File: src/rtl/cpu_pkg.sv
// Shared definitions for the pipelined CPU front end: data width, the
// canonical NOP encoding, the IF/ID bubble value and the fetch FSM states.
package cpu_pkg;

  localparam int XLEN = 32;

  // addi x0, x0, 0 -- loaded into IF/ID when the fetch address is outside imem
  localparam logic [XLEN-1:0] NOP_INSTR = 32'h0000_0013;

  // Field values of an empty IF/ID slot
  localparam logic [XLEN-1:0] BUBBLE_PC    = 32'h0000_0000;
  localparam logic [XLEN-1:0] BUBBLE_INSTR = 32'h0000_0000;
  localparam logic            BUBBLE_VALID = 1'b0;

  typedef enum logic [0:0] {
    IF_IDLE = 1'b0,
    IF_RUN  = 1'b1
  } if_state_e;

  // Contents of the IF/ID pipeline register
  typedef struct packed {
    logic [XLEN-1:0] pc;
    logic [XLEN-1:0] instr;
    logic            valid;
  } ifid_t;

  localparam ifid_t IFID_BUBBLE = '{pc: BUBBLE_PC, instr: BUBBLE_INSTR, valid: BUBBLE_VALID};

  // Instructions are word aligned; redirect targets drop their two low bits.
  function automatic logic [XLEN-1:0] align_word(input logic [XLEN-1:0] addr);
    return {addr[XLEN-1:2], 2'b00};
  endfunction

endpackage

File: src/rtl/sat_counter.sv
// Saturating up-counter used for the fetch-stage performance counters.
// Counts one per cycle while inc_i is high and sticks at all-ones.
module sat_counter #(
  parameter int W = 32
) (
  input  logic         clk_i,
  input  logic         rst_i,
  input  logic         inc_i,
  output logic [W-1:0] cnt_o
);

  logic [W-1:0] cnt_q;
  logic [W-1:0] cnt_d;
  logic         at_max_s;

  assign at_max_s = (cnt_q == {W{1'b1}});

  // Next count: advance on request unless already saturated
  always_comb begin
    cnt_d = cnt_q;
    if (inc_i && !at_max_s) begin
      cnt_d = cnt_q + {{(W-1){1'b0}}, 1'b1};
    end else begin
      cnt_d = cnt_q;
    end
  end

  // Count register, cleared asynchronously by the active-low reset
  always_ff @(posedge clk_i or negedge rst_i) begin
    if (!rst_i) begin
      cnt_q <= {W{1'b0}};
    end else begin
      cnt_q <= cnt_d;
    end
  end

  assign cnt_o = cnt_q;

endmodule

File: src/rtl/if_stage.sv
// Instruction-fetch stage: owns the PC and the IF/ID register and drives the
// instruction-memory address. Flush (branch redirect) outranks stall, which
// outranks a normal fetch. Nothing moves while start_i is low.
// Build option: define IF_PERF_CNT_EN to implement the cycle/stall/flush
// counters; without it the counter ports read constant zero.
module if_stage
  import cpu_pkg::*;
#(
  parameter logic [XLEN-1:0] PC_RESET   = 32'h0000_0000,
  parameter int unsigned     IMEM_WORDS = 256
) (
  input  logic            clk_i,
  input  logic            rst_i,
  input  logic            start_i,
  input  logic            stall_i,
  input  logic            flush_i,
  input  logic [XLEN-1:0] branch_target_i,
  output logic [XLEN-1:0] imem_addr_o,
  input  logic [XLEN-1:0] imem_data_i,
  output logic [XLEN-1:0] pc_o,
  output logic [XLEN-1:0] ifid_pc_o,
  output logic [XLEN-1:0] ifid_instr_o,
  output logic            ifid_valid_o,
  output logic [XLEN-1:0] stall_cnt_o,
  output logic [XLEN-1:0] flush_cnt_o,
  output logic [XLEN-1:0] cycle_cnt_o
);

  // One bit wider than the PC so a 4 GiB memory size still compares correctly
  localparam logic [XLEN:0] IMEM_LIMIT = {1'b0, 32'(IMEM_WORDS)} << 2;

  if_state_e       state_q;
  if_state_e       state_d;
  logic [XLEN-1:0] pc_q;
  logic [XLEN-1:0] pc_d;
  ifid_t           ifid_q;
  ifid_t           ifid_d;
  logic            run_s;
  logic            oor_s;

  // Decide whether this edge is a working cycle. From IDLE the first fetch
  // happens on the very edge that sees start_i, so both states key off start_i.
  always_comb begin
    run_s   = 1'b0;
    state_d = state_q;
    case (state_q)
      IF_IDLE: begin
        run_s   = start_i;
        state_d = start_i ? IF_RUN : IF_IDLE;
      end
      IF_RUN: begin
        run_s   = start_i;
        state_d = start_i ? IF_RUN : IF_IDLE;
      end
      default: begin
        run_s   = 1'b0;
        state_d = IF_IDLE;
      end
    endcase
  end

  // Fetch address lies beyond the end of instruction memory
  assign oor_s = ({1'b0, pc_q} >= IMEM_LIMIT);

  // Next PC and IF/ID contents: flush beats stall beats a normal fetch
  always_comb begin
    pc_d   = pc_q;
    ifid_d = ifid_q;
    if (!run_s) begin
      pc_d   = pc_q;
      ifid_d = ifid_q;
    end else if (flush_i) begin
      pc_d   = align_word(branch_target_i);
      ifid_d = IFID_BUBBLE;
    end else if (stall_i) begin
      pc_d   = pc_q;
      ifid_d = ifid_q;
    end else begin
      pc_d      = pc_q + 32'd4;
      ifid_d.pc = pc_q;
      if (oor_s) begin
        ifid_d.instr = NOP_INSTR;
        ifid_d.valid = 1'b0;
      end else begin
        ifid_d.instr = imem_data_i;
        ifid_d.valid = 1'b1;
      end
    end
  end

  // FSM state, PC and IF/ID register; all outputs come straight from here
  always_ff @(posedge clk_i or negedge rst_i) begin
    if (!rst_i) begin
      state_q <= IF_IDLE;
      pc_q    <= PC_RESET;
      ifid_q  <= IFID_BUBBLE;
    end else begin
      state_q <= state_d;
      pc_q    <= pc_d;
      ifid_q  <= ifid_d;
    end
  end

  assign pc_o         = pc_q;
  assign imem_addr_o  = pc_q;
  assign ifid_pc_o    = ifid_q.pc;
  assign ifid_instr_o = ifid_q.instr;
  assign ifid_valid_o = ifid_q.valid;

`ifdef IF_PERF_CNT_EN
  logic cyc_inc_s;
  logic stall_inc_s;
  logic flush_inc_s;

  // A flush that coincides with a stall counts only as a flush
  assign cyc_inc_s   = run_s;
  assign flush_inc_s = run_s & flush_i;
  assign stall_inc_s = run_s & stall_i & ~flush_i;

  sat_counter #(.W(XLEN)) u_cycle_cnt (
    .clk_i (clk_i),
    .rst_i (rst_i),
    .inc_i (cyc_inc_s),
    .cnt_o (cycle_cnt_o)
  );

  sat_counter #(.W(XLEN)) u_stall_cnt (
    .clk_i (clk_i),
    .rst_i (rst_i),
    .inc_i (stall_inc_s),
    .cnt_o (stall_cnt_o)
  );

  sat_counter #(.W(XLEN)) u_flush_cnt (
    .clk_i (clk_i),
    .rst_i (rst_i),
    .inc_i (flush_inc_s),
    .cnt_o (flush_cnt_o)
  );
`else
  assign cycle_cnt_o = 32'h0000_0000;
  assign stall_cnt_o = 32'h0000_0000;
  assign flush_cnt_o = 32'h0000_0000;
`endif

endmodule

File: config.mk
export PLATFORM = sky130hd
export DESIGN_NAME = if_stage
export DESIGN_NICKNAME = d
export VERILOG_FILES = /design/src/rtl/cpu_pkg.sv /design/src/rtl/sat_counter.sv /design/src/rtl/if_stage.sv
export SDC_FILE = /design/constraint.sdc
export NUM_CORES = 1
export LEC_CHECK = 0
export ABC_AREA = 0
export BUFFER_PORTS_ARGS = -buffer_cell sky130_fd_sc_hd__buf_2
export CORE_MARGIN = 5
export CORE_UTILIZATION = 40
export CTS_CLUSTER_SIZE = 8
export DETAILED_ROUTE_END_ITERATION = 7
export PLACE_DENSITY = 0.78
export SLEW_MARGIN = 20
export SYNTH_ARGS = -nofsm -noshare
export SYNTH_HDL_FRONTEND = slang
export SYNTH_HIERARCHICAL = 1
export SYNTH_SLANG_ARGS = --single-unit
File: constraint.sdc
create_clock -name clk_i -period 1.9 [get_ports clk_i]
set_input_delay 0.285 -clock clk_i [delete_from_list [all_inputs] [get_ports clk_i]]
set_output_delay 0.285 -clock clk_i [all_outputs]
set_load 0.01 [all_outputs]
== Yosys cells after proc, flatten, opt, wreduce, memory -nomap -nowiden ==
Cells that the tools add are included.
Operators by class
  $add $sub $neg: 1
  reduce and logical (&&, ||, !) cells: 1
  muxes and demuxes: 5
  order comparisons: 1
  equality and inequality tests: 1
Operator list (count)
  two-way mux 65 bit: 2
  two-way mux 32 bit: 2
  two-way mux 33 bit: 1
  adder 32 x 3 -> 32 bit (second input constant): 1
  >= comparator 32 x 11 -> 1 bit (second input constant): 1
  inequality test 2 x 1 -> 1 bit (second input constant): 1
  AND reduction 2 bit: 1
Storage, ports and cells
  logic and storage cells: 13
  output and inout port bits: 225
  register bits: 97
  input bits: 69

== Depth between registers and ports, before layout ==
Gate-level depths: netlist of run 1.
  depth after elaboration: 4
  mapped depth: 7
  gate-level depth less buffers: 6

== Worst setup path before layout of run 1 ==
No wires, ideal clock.
  path kind: register to register
  start point: register pc_q[20], in the netlist imem_addr_o[20]
  end point: register pc_q[27], in the netlist imem_addr_o[27]
  setup slack: -0.039 ns
  buffers on the path: 1
  library setup time: 0.127 ns
  stages on the path, launching flop included: 7
  data required time: 1.773 ns
  period minus slack after synthesis: 1.939 ns
  arrival time: 1.812 ns
  cell sequence: dfrtp_1 buf_2 and4_4 nand3_2 or3_1 or4_1 mux2i_1
On the way
  word-level cells in the longest chain between the ends: 3
Ends and longest elaborated chain
  from (decl): line if_stage.sv:34  | logic [XLEN-1:0] pc_q;
  from (signal assigned): line if_stage.sv:99  | pc_q <= pc_d;
  adder 32 x 3 -> 32 bit: line if_stage.sv:79  | pc_d = pc_q + 32'd4;
  two-way mux 32 bit: line if_stage.sv:75  | end else if (stall_i) begin
  two-way mux 32 bit: line if_stage.sv:72  | end else if (flush_i) begin
No other way between the ends. The select of a mux whose other input is x is not followed.
A chain may end at the register's enable or synchronous reset.

== Worst setup path after layout of run 1 ==
  start point: register pc_q[21], in the netlist imem_addr_o[21]
  end point: register pc_q[27], in the netlist imem_addr_o[27]
The elaborated chain is that of the path after synthesis.

==> qor.yml, run 1 <==
grt:
  grt_pass1_wl_microns: 24300
  antenna_found_initial: 2
  grt_max_degree: 47
  grt_pass1_vias: 4349
  gr-total-overflow: 0
  grtUsageTotal_pct: 19.2
sta:
  timing.final.crit_share_pct: 96.7
  fin_hold_ws_ns: 0.154
  layout_min_cycle_time_ns: 1.84
  finClkSkew_ns: 0.00795
  finalMaxSlewViolations: 0
  fmax_mhz: 544
  finalSetupViolCount: 0
  hold_viol_final: 0
  rsz0062_at_grt: "true"
synth:
  synth.area.top_cells: "dfrtp_1 44%, buf_4 18%, a22o_1 6.7%"
  yosysSeqAreaShare_pct: 44.0
  synthArstFlopShare_pct: 100
  yosysTopAreaCellShare_pct: 44.0
  synth-edff-count: 0
  synth_flop_cell: "dfrtp_1"
  synthDistinctLibCells: 50
  synth-seq-cells: 94
  syn_avg_cell_area_sq_um: 9.37
  yosysWarnings: 6
  syn_area_sq_um: 5350
  syn_inst: 571
  synth_top_area_cell: "dfrtp_1"
floorplan:
  die_x_microns: 126
  die_y_microns: 126
  initial_utilization_pct: 40.6
  std_cell_rows: 42
  die_area_sq_um: 15800
  ios: 294
  core_area_sq_um: 13200
power_and_ir_drop:
  peakVddDrop_uv: 460
  p_leak_nw: 3.51
  power_w: 0.00585
  power_density_nw_per_um2: 873
cells_and_area:
  layout.cells.most_common: "buf_2"
  final_net_count: 835
  syn2layout_area_growth_pct: 25.2
  final_cell_area_sq_um: 6700
  final_cell_mix: "190 x buf_2, 100 x conb_1, 93 x dfrtp_1"
  layout-drive-gt1-share_pct: 36.7
critical_path:
  critPathCaptureType: "flop"
  cp-startpoint: "imem_addr_o[21]"
  crit_fanout: 4
  rr_startpoint: "imem_addr_o[21]"
  crit_required_ns: 2.12
  start_kind: "flop"
  worstPathArrival_ns: 2.06
  setup.worst_path.class: "flop to flop"
placed_design:
  hpwl_microns: 12400
  io_buffers: 191
  gp_congestion: 0.923
  place_area_sq_um: 6280
clock_network:
  numCtsBuffers: 9
  h-tree-depth: 3
  cts_tree: "built"
  clock-sinks: 94
  clk_latency_ns: 0.34
  cts-root-buf: "clkbuf_16"
  clock_path_buffers: 2
  path_clk_slew_ns: 0.06
min_path:
  min_from: "imem_data_i[11]"
  hp-class: "input port to flop"
detailed_routing:
  drt_first_iter_violations: 350
  vias: 4681
  drt-pass1-iter-count: 5
  drtAntennaViolNets: 0
  drt_wl_total_microns: 16000
  route.detailed.drc: 0
  viasPerCell: 4.95
  detail_route.wl_per_cell_microns: 17.0
status:
  status: "finished, final reports clean"
job:
  maxCapViolCount: 0
critical path: stages (launching register included):
cell     delay [ns]
dfrtp_1        0.41
and4_4         0.26
nand3_2        0.08
or3_1          0.36
or4_4          0.49
mux2i_1        0.13
power by group:
part           internal [W]  leakage, nW  total, W  switching [W]
Combinational      0.000619         2.15   0.00152       0.000902
Sequential          0.00219         1.21   0.00237       0.000179
Clock               0.00119        0.148   0.00196       0.000770
Total               0.00400         3.51   0.00585        0.00185
cells in the mapped netlist, types with 3 or more instances:
| cell type | count |
|---|---|
| buf_4 | 131 |
| dfrtp_1 | 94 |
| nand2_1 | 57 |
| a22o_1 | 41 |
| o21ai_0 | 30 |
| clkbuf_1 | 26 |
| a21oi_1 | 21 |
| nor2_1 | 17 |
| nand3_1 | 15 |
| o21ai_1 | 15 |
| nor4_1 | 12 |
| mux2i_1 | 9 |
| o22ai_1 | 9 |
| nand4_1 | 8 |
| inv_1 | 7 |
| nor3_1 | 7 |
| a22oi_1 | 6 |
| and3_1 | 6 |
| o31ai_1 | 5 |
| and4_1 | 4 |
| buf_1 | 4 |
| buf_2 | 4 |
| a211oi_1 | 3 |
| and2_1 | 3 |
| nor2b_1 | 3 |
| o32ai_1 | 3 |
| or3_1 | 3 |
flip-flops by register name (all words and copies together) (netlist names):
signal / count
ifid_pc_o: 31
ifid_valid_o: 1
ifid_instr_o: 32
imem_addr_o: 30
cell type report:
type                    count  area, sq um
clock buffers              11          243
well taps                 176          220
inverters                   9         33.8
multi-input cells         402         2310
repair buffers            248         1450
diodes                      1         2.50
fillers                  1209         6490
clock inverters             5         82.6
flip-flops and latches     94         2350
timing repair:
| action | 4_1_cts | 5_1_grt |
|---|---|---|
| setup endpoints to repair | 0 | 43 |
| setup buffers | 0 | 1 |
| hold endpoints to repair | 27 | 0 |
| hold buffers | 1 | 0 |
| gates resized for setup | 0 | 14 |
metrics by stage:
step	setup WS (ns)	TNS (ns)	util, %	cells
after floorplan	-0.00359	-0.00359	-	670
after global placement	0.106	0	47.6	927
after detailed placement	0.0724	0	47.6	927
after CTS	0.0427	0	50.1	944
after global routing	-0.0231	-0.0231	50.8	946
final	0.0625	0	50.8	946
layer usage:
layer  vias to the layer above  routed length [microns]  GRT usage [%]
met5                         -                       11              0
met4                         2                      263           6.06
met3                        25                     1620           5.42
met2                       254                     7740           29.8
met1                      2216                     6400           26.1
li1                       2184                        -              -
cell families after synthesis:
group | count (synthesis) | synth area share (%)
fa+ha+maj | 2 | 0.468
other cells | 1 | 0.0701
flops | 94 | 44.0
simple gates | 144 | 13.7
buf+inv | 174 | 21.5
compound gates | 145 | 18.3
mux | 11 | 2.10
worst paths after layout:
check	depth (start not counted)	slack, ns	to
max in group asynchronous	3	0.92	ifid_instr_o[24]
min in group asynchronous	2	0.41	ifid_pc_o[7]
max reg2reg	5	0.06	imem_addr_o[27]
max	5	0.06	imem_addr_o[27]
min	2	0.15	ifid_instr_o[11]
min reg2reg	2	0.48	ifid_pc_o[22]
(Power assumes the default switching activity.)
==> run 2, diff against run 1 <==
Settings changed: PLACE_DENSITY 0.78 to 0.76.
==> qor.yml, run 2 (same netlist as run 1, synthesis figures left out) <==
critical_path:
  cp_slowest_cell: "or4_1"
  crit_end: "imem_addr_o[27]"
  cp-startpoint: "imem_addr_o[23]"
  cpPeakStageDelay_ns: 0.49  # about the same
  rr_startpoint: "imem_addr_o[23]"
  r2r_slack_ns: 0.07  # about the same
  crit_cells: 5  # unchanged
  critPathCaptureType: "flop"
  cp_num_buf_inv: 0  # unchanged
  crit_required_ns: 2.11  # about the same
  r2r_cells: 5  # unchanged
  worstPathArrival_ns: 2.05  # about the same
  cp_top_family: "simple AND/OR/NAND/NOR gates"
  path_cells: "and4_4 > nand3_2 > or3_1 > or4_1 > mux2i_1"
  r2r_end: "imem_addr_o[27]"
  crit_fanout: 3  # -1
  setup.worst_path.class: "flop to flop"
  start_kind: "flop"
grt:
  grt_max_degree: 40  # -15%
  grt_pass1_wl_microns: 23800  # -2.0%
  antenna_found_initial: 1  # -1
  gr-total-overflow: 0  # unchanged
  grtUsageTotal_pct: 18.7  # -0.48 points
  grt_pass1_vias: 4297  # -1.2%
sta:
  fmax_mhz: 545  # +0.20%
  finalSetupTns_ns: 0  # unchanged
  hold_viol_final: 0  # unchanged
  rsz0062_at_grt: "true"
  finClkSkew_ns: 0.0100  # +0.00205 ns
  finalSetupViolCount: 0  # unchanged
  timing.final.crit_share_pct: 96.5  # -0.20 points
  fin_hold_ws_ns: 0.153  # -0.00138 ns
  finalMaxSlewViolations: 0  # unchanged
  layout_min_cycle_time_ns: 1.83  # -0.00371 ns
job:
  maxCapViolCount: 0  # unchanged
floorplan:
  ios: 294  # unchanged
  die_area_sq_um: 15800  # unchanged
  die_x_microns: 126  # unchanged
  std_cell_rows: 42  # unchanged
  die_y_microns: 126  # unchanged
  initial_utilization_pct: 40.6  # unchanged
  core_area_sq_um: 13200  # unchanged
cells_and_area:
  antenna_cells: 0  # -1
  fillers: 1269  # +5.0%
  layout.cells.most_common: "buf_2"
  final_util_pct: 50.0  # -0.82 points
  syn2layout_area_growth_pct: 23.2
  largest_reg_flops: 32  # unchanged
  final_cell_area_sq_um: 6590  # -1.6%
  final_cell_mix: "190 x buf_2, 100 x conb_1, 91 x dfrtp_1"
  final_net_count: 830  # -0.60%
  layout-drive-gt1-share_pct: 35.8  # -0.89 points
detailed_routing:
  drt_wl_total_microns: 15700  # -1.9%
  drtAntennaViolNets: 0  # unchanged
  detail_route.wl_per_cell_microns: 16.8  # -1.2%
  drt-pass1-iter-count: 5  # unchanged
  vias: 4635  # -0.98%
  drt_first_iter_violations: 398  # +14%
  route.detailed.drc: 0  # unchanged
  viasPerCell: 4.94  # -0.24%
placed_design:
  io_buffers: 191  # unchanged
  gp_congestion: 0.852  # -7.7%
  place_area_sq_um: 6240  # -0.68%
  hpwl_microns: 12000  # -3.8%
status:
  status: "finished, final reports clean"
clock_network:
  cts-root-buf: "clkbuf_16"
  clock_path_buffers: 2  # unchanged
  h-tree-depth: 3  # unchanged
  clk_latency_ns: 0.34  # about the same
  path_clk_slew_ns: 0.07  # about the same
  postCtsSetupBuffers: 0  # unchanged
  clock-sinks: 94  # unchanged
  numCtsBuffers: 9  # unchanged
  cts_tree: "built"
min_path:
  hp-class: "input port to flop"
power_and_ir_drop:
  power_density_nw_per_um2: 875  # +0.15%
  peakVddDrop_uv: 475  # +3.3%
  p_leak_nw: 3.46  # -1.4%
[run 2: cell types whose count changed in the layout (fill, tap and decap cells not counted), moves of 2 or more]
cell     delta
nor4_4      -2
dfrtp_1     -2
dfrtp_2     +2
buf_4       -5
[run 2: layer usage]
layer | vias to the layer above | share of wire [%] | track usage (%)
met5 | - | 0.083 | 0
met4 | 2 | 0.93 | 4.53
met3 | 11 | 7.8 | 3.94
met2 | 207 | 48 | 29.6
met1 | 2242 | 43 | 26.5
li1 | 2173 | - | -
[run 2: area by class of cell]
cell class	count	area, sq um	share of cell area, %
clock inverters	5	83.8	1.27
multi-input cells	402	2260	34.3
clock buffers	10	229	3.47
inverters	9	33.8	0.513
well taps	176	220	3.34
flip-flops and latches	94	2360	35.7
repair buffers	243	1410	21.3
[run 2: worst register-to-register path: stages, from the launching register on]
cell and delay [ns]:
dfrtp_1 0.41, and4_4 0.26, nand3_2 0.08, or3_1 0.34, or4_1 0.49, mux2i_1 0.13
[run 2: metrics by stage]
stage | instances | setup WS (ns) | total power, W
floorplan | 670 | -0.00359 | 0.00339
global placement | 923 | 0.0793 | 0.00382
detailed placement | 923 | 0.0403 | 0.00385
CTS | 939 | 0.00159 | 0.00581
global route | 939 | -0.0242 | 0.00607
finish | 939 | 0.0662 | 0.00576
[run 2: worst min path at each step]
stage                    start  depth (start not counted)               end
5_1_grt        imem_data_i[14]                          2  ifid_instr_o[14]
4_1_cts         imem_data_i[2]                          2   ifid_instr_o[2]
3_3_place_gp             rst_i                          1     ifid_pc_o[30]
3_5_place_dp             rst_i                          1     ifid_pc_o[30]
2_1_floorplan            rst_i                          0   ifid_instr_o[0]
6_report        imem_data_i[6]                          2   ifid_instr_o[6]
[run 2: timing repair]
item,CTS,global route
setup endpoints to repair,0,41
gates resized for setup,0,9
hold buffers,1,0
hold endpoints to repair,27,0
[run 2: where the power goes]
group | total, W | internal (W) | switching (W) | leakage (nW)
combinational | 0.00145 | 0.000583 | 0.000866 | 2.11
sequential | 0.00238 | 0.00219 | 0.000192 | 1.21
clock | 0.00193 | 0.00115 | 0.000780 | 0.145
total | 0.00576 | 0.00393 | 0.00184 | 3.46
==> run 3, diff against run 2 <==
Settings changed: CORE_UTILIZATION 40 to 30, CTS_CLUSTER_DIAMETER set to 150, PLACE_DENSITY 0.76 to unset, SETUP_SLACK_MARGIN set to 0.4.
==> qor.yml, run 3 (same netlist as run 1, synthesis figures left out) <==
grt:
  grt_max_degree: 48  # +20%
  grtUsageTotal_pct: 15.6  # -3.1 points
  gr-total-overflow: 0  # unchanged
  grt_pass1_vias: 4303  # +0.14%
  antenna_found_initial: 6  # +5
  grt_pass1_wl_microns: 25000  # +4.9%
floorplan:
  die_area_sq_um: 20600  # +31%
  die_y_microns: 144  # +14%
  core_area_sq_um: 17400  # +32%
  ios: 294  # unchanged
  std_cell_rows: 48  # +14%
  initial_utilization_pct: 30.7  # -9.8 points
  die_x_microns: 144  # +14%
detailed_routing:
  viasPerCell: 4.71  # -4.7%
  drtAntennaViolNets: 0  # unchanged
  drt_wl_total_microns: 18000  # +14%
  detail_route.wl_per_cell_microns: 17.5  # +4.4%
  vias: 4837  # +4.4%
  route.detailed.drc: 0  # unchanged
  drt-pass1-iter-count: 5  # unchanged
  drt_first_iter_violations: 279  # -30%
sta:
  finClkSkew_ns: 0.00840  # -0.00160 ns
  fin_ws_ns: 0.0925  # +0.0263 ns
  fmax_mhz: 553  # +1.5%
  timing.final.crit_share_pct: 95.1  # -1.4 points
  finalMaxSlewViolations: 0  # unchanged
  rsz0062_at_grt: "true"
  layout_min_cycle_time_ns: 1.81  # -0.0263 ns
  finalSetupViolCount: 0  # unchanged
  hold_viol_final: 0  # unchanged
min_path:
  hp-class: "input port to flop"
clock_network:
  h-tree-depth: 3  # unchanged
  clock_path_buffers: 2  # unchanged
  cts_tree: "built"
  path_clk_slew_ns: 0.07  # about the same
  clk_latency_ns: 0.35  # about the same
  cts-root-buf: "clkbuf_16"
  clock-sinks: 94  # unchanged
  numCtsBuffers: 9  # unchanged
critical_path:
  start_kind: "flop"
  worstPathArrival_ns: 2.03  # -0.02 ns
  crit_fanout: 5  # +2
  setup.worst_path.class: "flop to flop"
  cp_slowest_cell: "dfrtp_2"
  path_cells: "nand4_1 > buf_4 > or3_1 > or4_4 > mux2i_1"
  crit_required_ns: 2.13  # +0.02 ns
  cpPeakStageDelay_ns: 0.44  # -0.05 ns
  critPathCaptureType: "flop"
power_and_ir_drop:
  peakVddDrop_uv: 490  # +3.2%
  power_density_nw_per_um2: 819  # -6.4%
  p_leak_nw: 3.79  # +9.6%
cells_and_area:
  syn2layout_area_growth_pct: 37.6
  final_net_count: 865  # +4.2%
  layout.cells.most_common: "buf_2"
  largest_reg_flops: 32  # unchanged
  final_cell_mix: "188 x buf_2, 100 x conb_1, 79 x dfrtp_1"
  layout-drive-gt1-share_pct: 43.7  # +7.9 points
  layout.cells.non_filler: 1028  # +9.5%
placed_design:
  gp_congestion: 0.850  # -0.26%
  dp_cells: 972  # +5.3%
  place_worst_setup_slack_ns: 0.0587  # +0.0184 ns
  hpwl_microns: 12800  # +7.1%
  io_buffers: 191  # unchanged
status:
  status: "finished, final reports clean"
job:
  maxCapViolCount: 0  # unchanged
[run 3: final cells by class]
cell class                 instances  area, sq um
antenna                            4         10.0
clock buffer                      12          236
clock inverter                     4         72.6
fill                            1719        10100
inverter                           9         33.8
multi-input combinational        402         2550
sequential                        94         2370
tap                              225          282
timing repair buffer             278         1800
[run 3: worst max-delay path: cells and delay by family, from the launching register on]
kind | cells | cell delay [ns]
buffers and inverters | 1 | 0.17
DFF | 1 | 0.44
and+or+nand+nor | 3 | 0.95
muxes | 1 | 0.13
[run 3: where the power goes]
| group | internal, W | switching [W] | leakage [nW] |
|---|---|---|---|
| clock network | 0.00115 | 0.000804 | 0.147 |
| registers | 0.00220 | 0.000186 | 1.20 |
| logic | 0.000703 | 0.000981 | 2.45 |
| total | 0.00406 | 0.00197 | 3.79 |
[run 3: repair_timing]
action / CTS / global route
gates cloned: 0 / 3
endpoints found under the hold margin: 24 / 0
hold buffers: 1 / 0
buffers inserted: 17 / 15
resized for setup: 30 / 33
endpoints found under the setup margin: 56 / 58
pin swaps: 22 / 24
[run 3: final timing paths]
kind	to	slack (ns)	startpoint	cells after the start
max reg2reg	imem_addr_o[27]	0.09	imem_addr_o[10]	5
min reg2reg	ifid_pc_o[5]	0.48	ifid_pc_o[5]	2
max in group asynchronous	imem_addr_o[17]	0.84	rst_i	3
max	imem_addr_o[27]	0.09	imem_addr_o[10]	5
min	imem_addr_o[26]	0.15	branch_target_i[26]	3
min in group asynchronous	ifid_pc_o[7]	0.39	rst_i	2
[run 3: through the flow]
| step | area [sq um] | power, W | hold WS, ns | setup TNS [ns] | util, % |
|---|---|---|---|---|---|
| after floorplan | 5910 | 0.00345 | -0.0106 | -0.00354 | - |
| after global placement | 6440 | 0.00390 | 0.233 | 0 | 37.0 |
| after detailed placement | 6440 | 0.00391 | 0.232 | 0 | 37.0 |
| after CTS | 7040 | 0.00596 | 0.137 | 0 | 40.4 |
| after global routing | 7360 | 0.00632 | 0.140 | 0 | 42.2 |
| final | 7360 | 0.00603 | 0.148 | 0 | 42.3 |
[run 3: routing by layer]
layer	global-route usage (%)	routed length [microns]	up-vias
met1	20.9	7390	2337
li1	-	-	2254
met5	0	35	-
met3	3.56	1480	27
met2	24.6	8740	211
met4	6.19	344	8
